### src/rtl/sipo_pkg.sv
// Shared types and helpers for the sipo_deser serial-to-parallel deserialiser.
// Optional parity framing is enabled with the SIPO_PARITY_EN macro.
package sipo_pkg;

    typedef enum logic [0:0] {
        EMPTY = 1'b0,
        FULL  = 1'b1
    } buf_state_e;

`ifdef SIPO_PARITY_EN
    localparam int PARITY_BITS = 1;
`else
    localparam int PARITY_BITS = 0;
`endif

    function automatic int cnt_w(input int width);
        return (width > 1) ? $clog2(width) : 1;
    endfunction

    function automatic logic even_parity(input logic [64:0] data);
        return ^data;
    endfunction

endpackage

### src/rtl/sipo_out_buf.sv
// Single-entry output holding register with valid/ready handshake and a
// one-cycle overrun pulse when a new word arrives while the old one is stuck.
module sipo_out_buf
    import sipo_pkg::*;
#(
    parameter int WIDTH = 4
) (
    input  logic             clk,
    input  logic             rst_n,
    input  logic             load,
    input  logic [WIDTH-1:0] load_data,
    input  logic             ready,
    output logic [WIDTH-1:0] data_q,
    output logic             valid_q,
    output logic             overrun_q
);

    buf_state_e       state_r;
    logic [WIDTH-1:0] data_r;
    logic             valid_r;
    logic             overrun_r;

    // EMPTY/FULL state machine; a word completing while FULL and unconsumed is dropped
    always_ff @(posedge clk or negedge rst_n) begin
        if (!rst_n) begin
            state_r   <= EMPTY;
            data_r    <= '0;
            valid_r   <= 1'b0;
            overrun_r <= 1'b0;
        end else begin
            overrun_r <= 1'b0;
            case (state_r)
                EMPTY: begin
                    if (load) begin
                        data_r  <= load_data;
                        valid_r <= 1'b1;
                        state_r <= FULL;
                    end
                end
                FULL: begin
                    if (load && ready) begin
                        data_r <= load_data;
                    end else if (load) begin
                        overrun_r <= 1'b1;
                    end else if (ready) begin
                        valid_r <= 1'b0;
                        state_r <= EMPTY;
                    end
                end
                default: begin
                    valid_r <= 1'b0;
                    state_r <= EMPTY;
                end
            endcase
        end
    end

    assign data_q    = data_r;
    assign valid_q   = valid_r;
    assign overrun_q = overrun_r;

endmodule

### src/rtl/sipo_deser.sv
// Parametrised serial-in/parallel-out deserialiser with bit-order select and
// registered output handshake. Define SIPO_PARITY_EN for a trailing even-parity bit.
module sipo_deser
    import sipo_pkg::*;
#(
    parameter int WIDTH     = 4,
    parameter bit LSB_FIRST = 1'b0
) (
    input  logic                      clk,
    input  logic                      rst,
    input  logic                      serial_in,
    input  logic                      serial_valid,
    input  logic                      clear,
    output logic [WIDTH-1:0]          parallel_out,
    output logic                      parallel_valid,
    input  logic                      parallel_ready,
    output logic                      overrun,
`ifdef SIPO_PARITY_EN
    output logic                      parity_err,
`endif
    output logic [cnt_w(WIDTH)-1:0]   bit_count
);

    localparam int CNT_W     = cnt_w(WIDTH);
    localparam int FRAME_LEN = WIDTH + PARITY_BITS;
    localparam int ICNT_W    = cnt_w(FRAME_LEN);
    localparam logic [ICNT_W-1:0] LAST_IDX = ICNT_W'(FRAME_LEN - 1);
`ifdef SIPO_PARITY_EN
    localparam logic [ICNT_W-1:0] DATA_LAST = ICNT_W'(WIDTH - 1);
`endif

    logic [WIDTH-1:0]     shreg_r;
    logic [WIDTH-1:0]     shreg_next_s;
    logic [WIDTH-1:0]     shreg_d_s;
    logic [ICNT_W-1:0]    cnt_r;
    logic [ICNT_W-1:0]    cnt_next_s;
    logic [CNT_W-1:0]     bit_count_r;
    logic [CNT_W-1:0]     bit_count_next_s;
    logic                 shift_s;
    logic                 complete_s;
    logic [FRAME_LEN-1:0] word_s;
    logic [FRAME_LEN-1:0] buf_q_s;

    // Next shift-register/counter values and frame completion detect
    always_comb begin
        shreg_next_s     = shreg_r;
        shreg_d_s        = shreg_r;
        cnt_next_s       = cnt_r;
        complete_s       = 1'b0;
        bit_count_next_s = '0;

        if (LSB_FIRST) begin
            shreg_next_s = {serial_in, shreg_r[WIDTH-1:1]};
        end else begin
            shreg_next_s = {shreg_r[WIDTH-2:0], serial_in};
        end

`ifdef SIPO_PARITY_EN
        // the parity bit is checked but never enters the data word
        shift_s = serial_valid && !clear && (cnt_r != LAST_IDX);
        word_s  = {even_parity(65'({serial_in, shreg_r})), shreg_r};
`else
        shift_s = serial_valid && !clear;
        word_s  = shreg_next_s;
`endif

        if (clear) begin
            shreg_d_s  = '0;
            cnt_next_s = '0;
        end else if (serial_valid) begin
            if (shift_s) begin
                shreg_d_s = shreg_next_s;
            end else begin
                shreg_d_s = shreg_r;
            end
            if (cnt_r == LAST_IDX) begin
                cnt_next_s = '0;
                complete_s = 1'b1;
            end else begin
                cnt_next_s = cnt_r + ICNT_W'(1);
            end
        end else begin
            shreg_d_s  = shreg_r;
            cnt_next_s = cnt_r;
        end

`ifdef SIPO_PARITY_EN
        if (cnt_next_s > DATA_LAST) begin
            bit_count_next_s = CNT_W'(WIDTH - 1);
        end else begin
            bit_count_next_s = cnt_next_s[CNT_W-1:0];
        end
`else
        bit_count_next_s = cnt_next_s;
`endif
    end

    // Shift register and frame bit counters
    always_ff @(posedge clk or negedge rst) begin
        if (!rst) begin
            shreg_r     <= '0;
            cnt_r       <= '0;
            bit_count_r <= '0;
        end else begin
            shreg_r     <= shreg_d_s;
            cnt_r       <= cnt_next_s;
            bit_count_r <= bit_count_next_s;
        end
    end

    sipo_out_buf #(
        .WIDTH (FRAME_LEN)
    ) u_out_buf (
        .clk       (clk),
        .rst_n     (rst),
        .load      (complete_s),
        .load_data (word_s),
        .ready     (parallel_ready),
        .data_q    (buf_q_s),
        .valid_q   (parallel_valid),
        .overrun_q (overrun)
    );

    assign parallel_out = buf_q_s[WIDTH-1:0];
    assign bit_count    = bit_count_r;
`ifdef SIPO_PARITY_EN
    assign parity_err   = buf_q_s[WIDTH];
`endif

endmodule

### config.mk
export PLATFORM = sky130hd
export DESIGN_NAME = sipo_deser
export DESIGN_NICKNAME = d
export VERILOG_FILES = /design/src/rtl/sipo_pkg.sv /design/src/rtl/sipo_out_buf.sv /design/src/rtl/sipo_deser.sv
export SDC_FILE = /design/constraint.sdc
export NUM_CORES = 1
export LEC_CHECK = 0
export ABC_AREA = 1
export CAP_MARGIN = 20
export CORE_MARGIN = 2
export CORE_UTILIZATION = 27
export CTS_CLUSTER_SIZE = 10
export DETAILED_ROUTE_END_ITERATION = 16
export PLACE_DENSITY = 0.52
export REMOVE_ABC_BUFFERS = 1
export SLEW_MARGIN = 10
export SYNTH_ARGS = -nofsm -noshare
export SYNTH_HDL_FRONTEND = slang
export SYNTH_SLANG_ARGS = --single-unit
### constraint.sdc
create_clock -name clk -period 0.95 [get_ports clk]
set_input_delay 0.19 -clock clk [delete_from_list [all_inputs] [get_ports clk]]
set_output_delay 0.19 -clock clk [all_outputs]
set_load 0.02 [all_outputs]
# [Yosys cells after proc, flatten, opt, wreduce, memory -nomap -nowiden]
# Cells that the tools add are included.
[word_totals] input_bits=6 ff_bits=12 output_inout_bits=8
[op_classes] eq_ne=6 n_addsub=1 bitwise=1 muxes=24 n_reduce_logical=8
[op_table] op="$mux W1" count=13
[op_table] op="$mux W3" count=3
[op_table] op="$mux W4" count=2
[op_table] op="$ne A2 B2 Y1 const B" count=4
[op_table] op="$pmux W4 S2" count=1
[op_table] op="$mux W2" count=3
[op_table] op="$pmux W1 S2" count=2
[op_table] op="$reduce_and A2 Y1" count=2
[op_table] op="$reduce_and A4 Y1" count=1
[op_table] op="$reduce_bool A2 Y1" count=2
[op_table] op="$add A2 B1 Y2 const B" count=1
[op_table] op="$eq A2 B2 Y1 const B" count=1
[op_table] op="$logic_and A1 B1 Y1" count=2
[op_table] op="$ne A2 B1 Y1 const B" count=1
[op_table] op="$logic_not A1 Y1" count=1
[op_table] op="$not A1 Y1" count=1

# [Logic depth before layout (Yosys ltp)]
# Gate-level depths: netlist of the first run.
[logic_depth] word_depth=7 ltp_mapped=6

# [Modules after synthesis]
# From an unflattened synthesis of the first run, not the netlist that was laid out.
[hier_totals] cells_unflattened=55 area_unflattened_um2=496.7
[by_module_without_submodules] module="sipo_out_buf" seq_area_each_um2=175.2 n_inst=1 cells_per_inst=29 area_per_inst_um2=270.3
[by_module_without_submodules] module="sipo_deser" seq_area_each_um2=125.1 n_inst=1 cells_per_inst=26 area_per_inst_um2=226.5

# [Worst setup path after synthesis of the first run]
# Ideal clock, no wire load.
[synth_path] path_type="flip-flop to flip-flop" startpoint="reg, netlist name bit_count[0]" endpoint="reg u_out_buf.data_r[0], in the netlist u_out_buf.data_q[0]" path_slack_ns=-0.199 t_required_ns=0.833 stages_incl_launch_ff=7 period_less_slack_ns=1.149 arrival_time_ns=1.032 path_buffers=0 cell_sequence="dfrtp_1 -> ha_1 -> nand2_2 -> nor2_4 -> nand2_2 -> nand2_1 -> nand2_1"
[synth_lines] element="end signal: assignment" line_no="sipo_out_buf.sv:35" source="data_r <= load_data;"
[synth_lines] element="end signal: assignment" line_no="sipo_out_buf.sv:42" source="data_r <= load_data;"
[synth_lines] element="end: declaration" line_no="sipo_out_buf.sv:19" source="logic [WIDTH-1:0] data_r;"

==> results of run 1 <==
worst paths after layout:
| check | start | to | slack (ns) | depth (start not counted) |
|---|---|---|---|---|
| setup / recovery | bit_count[0]$_DFFE_PN0P_ | u_out_buf.data_q[0]$_DFFE_PN0P_ | -0.14 | 6 |
| hold reg to reg | shreg_r[1]$_DFFE_PN0P_ | u_out_buf.data_q[2]$_DFFE_PN0P_ | 0.52 | 2 |
| max in group asynchronous | rst | bit_count[0]$_DFFE_PN0P_ | 0.57 | 2 |
| min in group clk | shreg_r[1]$_DFFE_PN0P_ | u_out_buf.data_q[2]$_DFFE_PN0P_ | 0.52 | 2 |
| hold / removal | rst | shreg_r[2]$_DFFE_PN0P_ | 0.21 | 2 |
| setup reg to reg | bit_count[0]$_DFFE_PN0P_ | u_out_buf.data_q[0]$_DFFE_PN0P_ | -0.14 | 6 |
cells by family (layout without fill, tap and decap cells):
group | count (synthesis) | after routing
adder cells (fa/ha/maj) | 1 | 1
AND/OR/NAND/NOR | 27 | 27
XOR/XNOR | 1 | 1
buffers and inverters | 8 | 40
flip-flops | 12 | 12
AO/OA/AOI/OAI | 5 | 5
metrics by stage:
stage	hold WS, ns	util [%]	cell area [um^2]	instances
floorplan	-0.106	-	510	53
global placement	0.506	42.8	754	102
detailed placement	0.505	42.8	754	102
CTS	0.209	46.7	823	109
global route	0.219	48.7	858	111
finish	0.213	48.7	858	111
flip-flops by register name, summed over array words and instances (netlist names):
name	count
bit_count	2
u_out_buf.data_q	4
shreg_r	3
u_out_buf.state_r	1
u_out_buf.overrun_q	1
u_out_buf.valid_q	1
layout make-up:
| cell class | instances | share of cell area [%] |
|---|---|---|
| multi-input combinational | 34 | 23.5 |
| inverter | 7 | 3.06 |
| clock buffer | 4 | 4.23 |
| sequential | 12 | 35.3 |
| timing repair buffer | 29 | 30.3 |
| tap | 25 | 3.64 |
power groups by stage:
stage / registers (W) / logic, W / clock network (W)
2_1_floorplan: 0.000633 / 0.0000611 / 0
3_3_place_gp: 0.000584 / 0.000288 / 0
3_5_place_dp: 0.000585 / 0.000289 / 0
4_1_cts: 0.000584 / 0.000309 / 0.000411
5_1_grt: 0.000591 / 0.000371 / 0.000444
6_report: 0.000587 / 0.000338 / 0.000394
timing repair:
item,4_1_cts,5_1_grt
pin swaps,2,1
gates resized for setup,46,7
buffers inserted,3,2
endpoints found under the setup margin,15,15
placed cells by master, fill, tap and decap left out, types with 2 or more instances in the layout:
cell | synthesis | layout
nand2_2 | 2 | 2
buf_4 | 0 | 16
o21ai_2 | 2 | 2
clkbuf_4 | 0 | 3
nor2_1 | 3 | 3
dfrtp_1 | 12 | 10
nand3_1 | 7 | 6
dfrtp_2 | 0 | 2
inv_1 | 7 | 7
nand2_1 | 13 | 13
o22ai_1 | 2 | 2
clkdlybuf4s50_1 | 0 | 5
buf_6 | 1 | 8
per-layer routing:
metal / vias up / routed length, um / global-route usage, %
met3: 2 / 49 / 3.40
li1: 236 / - / -
met2: 12 / 470 / 14.9
met5: - / 0 / 0
met4: 0 / 15 / 8.11
met1: 185 / 450 / 13.2
critical path, cell delays in order, from the launching register on:
cell	delay, ns
dfrtp_2	0.45
ha_4	0.17
nand2_2	0.08
nor2_4	0.05
buf_4	0.13
nand3_1	0.05
nand2_1	0.05
==> impl_metrics.ini, run 1 <==
[sta]
clock.fmax_ghz = 0.921
min_period_ns = 1.09
fin_setup_tns_ns = -0.821
max_slew.worst_pin.slew_ns = 0.207
slew_headroom_pct = 86.2
setup_ws_ns = -0.136
fin_crit_sh_pct = 114
hold_viol_final = 0
finClkSkew_ns = 0.00135
setup_viol = 13
drv_slew = 0
rsz0062_at_grt = yes

[pwr]
p_seq_share_pct = 44.5
power.total_w = 0.00132
p_leak_nw = 0.429
power.switching_w = 0.000332
comb_power_share_pct = 25.6
p_clk_share_pct = 29.9
switching_share_pct = 25.2
power.density_nw_per_um2 = 1540
ir_worst_vdd_v = 0.000639
p_int_w = 0.000988

[clocking]
cts_tree = built
cts.hold.buffers_added = 0
root_buffer = clkbuf_4
numCtsBuffers = 3
clock_sinks = 12
cts_buffer_depth = 2
htree_levels = 1
clk_latency_ns = 0.26
clk_pin_slew_ns = 0.07

[placement]
io_buffers = 13
gp_congestion = 0.672
place_ws_ns = -0.312
place_hpwl_um = 755

[layout]
final_nets = 94
layout-drive-gt1-share_pct = 44.2
n_fill_cell = 185
n_antenna_cell = 0
multi_input_area_um2 = 201
area_growth_pct = 64.5
final-seq-area_um2 = 303

[routing]
drtPass1Iterations = 6
viasPerCell = 3.92
drcViolationCount = 0
drt_iter0_markers = 5
wl_per_cell_um = 8.88
routed_wl_um = 986
ant_nets = 0
vias = 435

[synth]
ys_ff_latch = 12
synthArstFlopShare_pct = 100
synth_xor_area_share_pct = 1.68
yosys.area_share.simple_pct = 24.5
muxShareOfSynthArea_pct = 0
synth_top_family_by_area = simple AND/OR/NAND/NOR gates
synth_most_common_cell = nand2_1
synth_cell_types = 14
synth_seq_area_share_pct = 57.6
synthTopCellsByArea = dfrtp_1 (58%), nand2_1 (9.4%), nand3_1 (6.7%), inv_1 (5.0%), o21ai_2 (3.4%)
synth_top_cells_by_count = nand2_1 (13), dfrtp_1 (12), inv_1 (7), nand3_1 (7), nor2_1 (3)
synthCells = 54
syn_area_um2 = 522
synth_edf_count = 0
synth_flop_cell = dfrtp_1
yosysWarnings = 0
synth_top_area_share_pct = 57.6
avgSynthCellArea_um2 = 9.66
synth_top_area_cell = dfrtp_1
synthAdderAreaFrac_pct = 2.40
synth_compound_area_share_pct = 6.71

[setup_path]
crit_arrival_ns = 1.25
critPathKind = flop to flop
cp_max_fo = 5
end_kind = flop
crit_required_ns = 1.11
start_kind = flop

[die]
dieHeight_um = 48.0
die_area_um2 = 2300
start_util_pct = 29.6
coreArea_um2 = 1760
row_count = 15
die_w_um = 48.0
io_pins = 14

[grt]
gr-total-overflow = 0
grt_pass1_wl_um = 1570
track_usage_pct = 10.6
antenna_found_initial = 0
grt_max_degree = 13
grt_pass1_vias = 382

[worst_hold_path]
hold_path.class = primary input to asynchronous set/reset pin

[flow_run]
cap_violations = 0

[run_status]
violations = negative setup slack
status = finished with violations
Power figures use the tool's default switching activity.
==> run 2, diff against run 1 <==
Settings changed: CELL_PAD_IN_SITES_DETAIL_PLACEMENT set to 1, CELL_PAD_IN_SITES_GLOBAL_PLACEMENT set to 1, PLACE_DENSITY 0.52 to 0.66.
==> run 2 against run 1 <==
The run still ends with negative setup slack left. Die area stayed put. Power is 6.9% higher. Critical path depth is 4 lower. Largest power group unchanged. Highest routed layer unchanged.
==> impl_metrics.ini, run 2 (same netlist as run 1, synthesis figures left out) <==
[run_status]
status = finished with violations
violations = negative setup slack

[grt]
gr-total-overflow = 0
grt_pass1_wl_um = 2100
antenna_found_initial = 0
track_usage_pct = 13.5
grt_pass1_vias = 493
grt_max_degree = 13

[clocking]
cts_tree = built
cts_buffer_depth = 2
numCtsBuffers = 3
root_buffer = clkbuf_4
clk_latency_ns = 0.28
clk_pin_slew_ns = 0.09
clock_sinks = 12
htree_levels = 1

[routing]
drtPass1Iterations = 4
viasPerCell = 4.42
routed_wl_um = 1610
drcViolationCount = 0
vias = 508
drt_iter0_markers = 3
wl_per_cell_um = 14.0
ant_nets = 0

[layout]
finish.instance_area_um2 = 906
largest_reg_flops = 4
n_antenna_cell = 0
final-seq-area_um2 = 300
n_fill_cell = 214
area_growth_pct = 73.6
final_cell_mix = buf_4 (20), nand2_1 (13), dfrtp_1 (12)
multi_input_area_um2 = 220
final_nets = 98
layout-drive-gt1-share_pct = 47.8
final_common_cell = buf_4

[setup_path]
crit_required_ns = 0.76
cp_max_fo = 3
start_kind = flop
crit_arrival_ns = 1.02
end_kind = primary output
critPathKind = flop to primary output

[die]
start_util_pct = 29.6
dieHeight_um = 48.0
row_count = 15
die_w_um = 48.0
coreArea_um2 = 1760
die_area_um2 = 2300
io_pins = 14

[flow_run]
cap_violations = 0

[sta]
holdWs_ns = 0.198
drv_slew = 0
min_period_ns = 1.21
rsz0062_at_grt = yes
fin_crit_sh_pct = 127
setup_ws_ns = -0.260
max_slew.worst_pin.slew_ns = 0.222
setup_viol = 14
finClkSkew_ns = 0.00647
slew_headroom_pct = 85.2
hold_viol_final = 0
clock.fmax_ghz = 0.827
fin_setup_tns_ns = -1.84

[pwr]
p_leak_nw = 0.475
power.density_nw_per_um2 = 1560
ir_worst_vdd_v = 0.000700

[worst_hold_path]
hold_path.class = primary input to asynchronous set/reset pin

[placement]
io_buffers = 13
place_hpwl_um = 887
gp_congestion = 0.661
place_area_um2 = 754
## run 2: cell count changes in the layout (fill, tap and decap cells not counted), sizes merged
cell | previous run | this run
buf | 24 | 28
clkdlybuf4s50 | 5 | 3
dlygate4sd2 | 0 | 1
dlymetal6s2s | 0 | 1
## run 2: layer usage
| layer | global-route usage, % | wire length, um |
|---|---|---|
| met1 | 14.9 | 610 |
| met2 | 23.7 | 931 |
| met3 | 3.40 | 49 |
| met4 | 6.49 | 17 |
| met5 | 0 | 0 |
## run 2: timing repair
action                                  in CTS  in global routing
pin swaps                                    2                  1
buffers inserted                             5                  4
resized for setup                           46                 11
endpoints found under the setup margin      16                 17
hold buffers                                 0                  0
## run 2: per-stage QoR
step / setup slack, ns / cells / power, W / utilization [%]
after global routing: -0.322 / 115 / 0.00147 / 51.3
after detailed placement: -0.355 / 102 / 0.000878 / 42.8
after floorplan: -0.199 / 53 / 0.000694 / -
after global placement: -0.291 / 102 / 0.000869 / 42.8
final: -0.260 / 115 / 0.00141 / 51.3
after CTS: -0.173 / 111 / 0.00133 / 46.9
## run 2: final timing paths
check	startpoint	end	slack [ns]	cells after the start
max in group asynchronous	rst	shreg_r[1]$_DFFE_PN0P_	0.59	2
worst min-delay path	rst	bit_count[0]$_DFFE_PN0P_	0.20	2
min in group clk	clear	bit_count[0]$_DFFE_PN0P_	0.33	3
worst max-delay path	bit_count[0]$_DFFE_PN0P_	bit_count[0]	-0.26	2
worst max register to register	bit_count[0]$_DFFE_PN0P_	u_out_buf.data_q[3]$_DFFE_PN0P_	-0.25	6
worst min register to register	shreg_r[1]$_DFFE_PN0P_	u_out_buf.data_q[2]$_DFFE_PN0P_	0.53	2
## run 2: report_power, final
group          switching [W]  internal (W)  total [W]
Combinational       0.000167      0.000222   0.000388
Clock               0.000201      0.000233   0.000434
Sequential         0.0000362      0.000552   0.000588
## run 2: worst max-delay path, stage by stage (launching register included)
cell and delay (ns):
dfrtp_1 0.45, buf_4 0.16, buf_6 0.12
## run 2: layout make-up
cell class,instances,share of cell area [%]
clock buffers,4,4.01
inverters,7,2.90
multi-input cells,34,24.3
flip-flops and latches,12,33.1
well taps,25,3.45
repair buffers,33,32.2
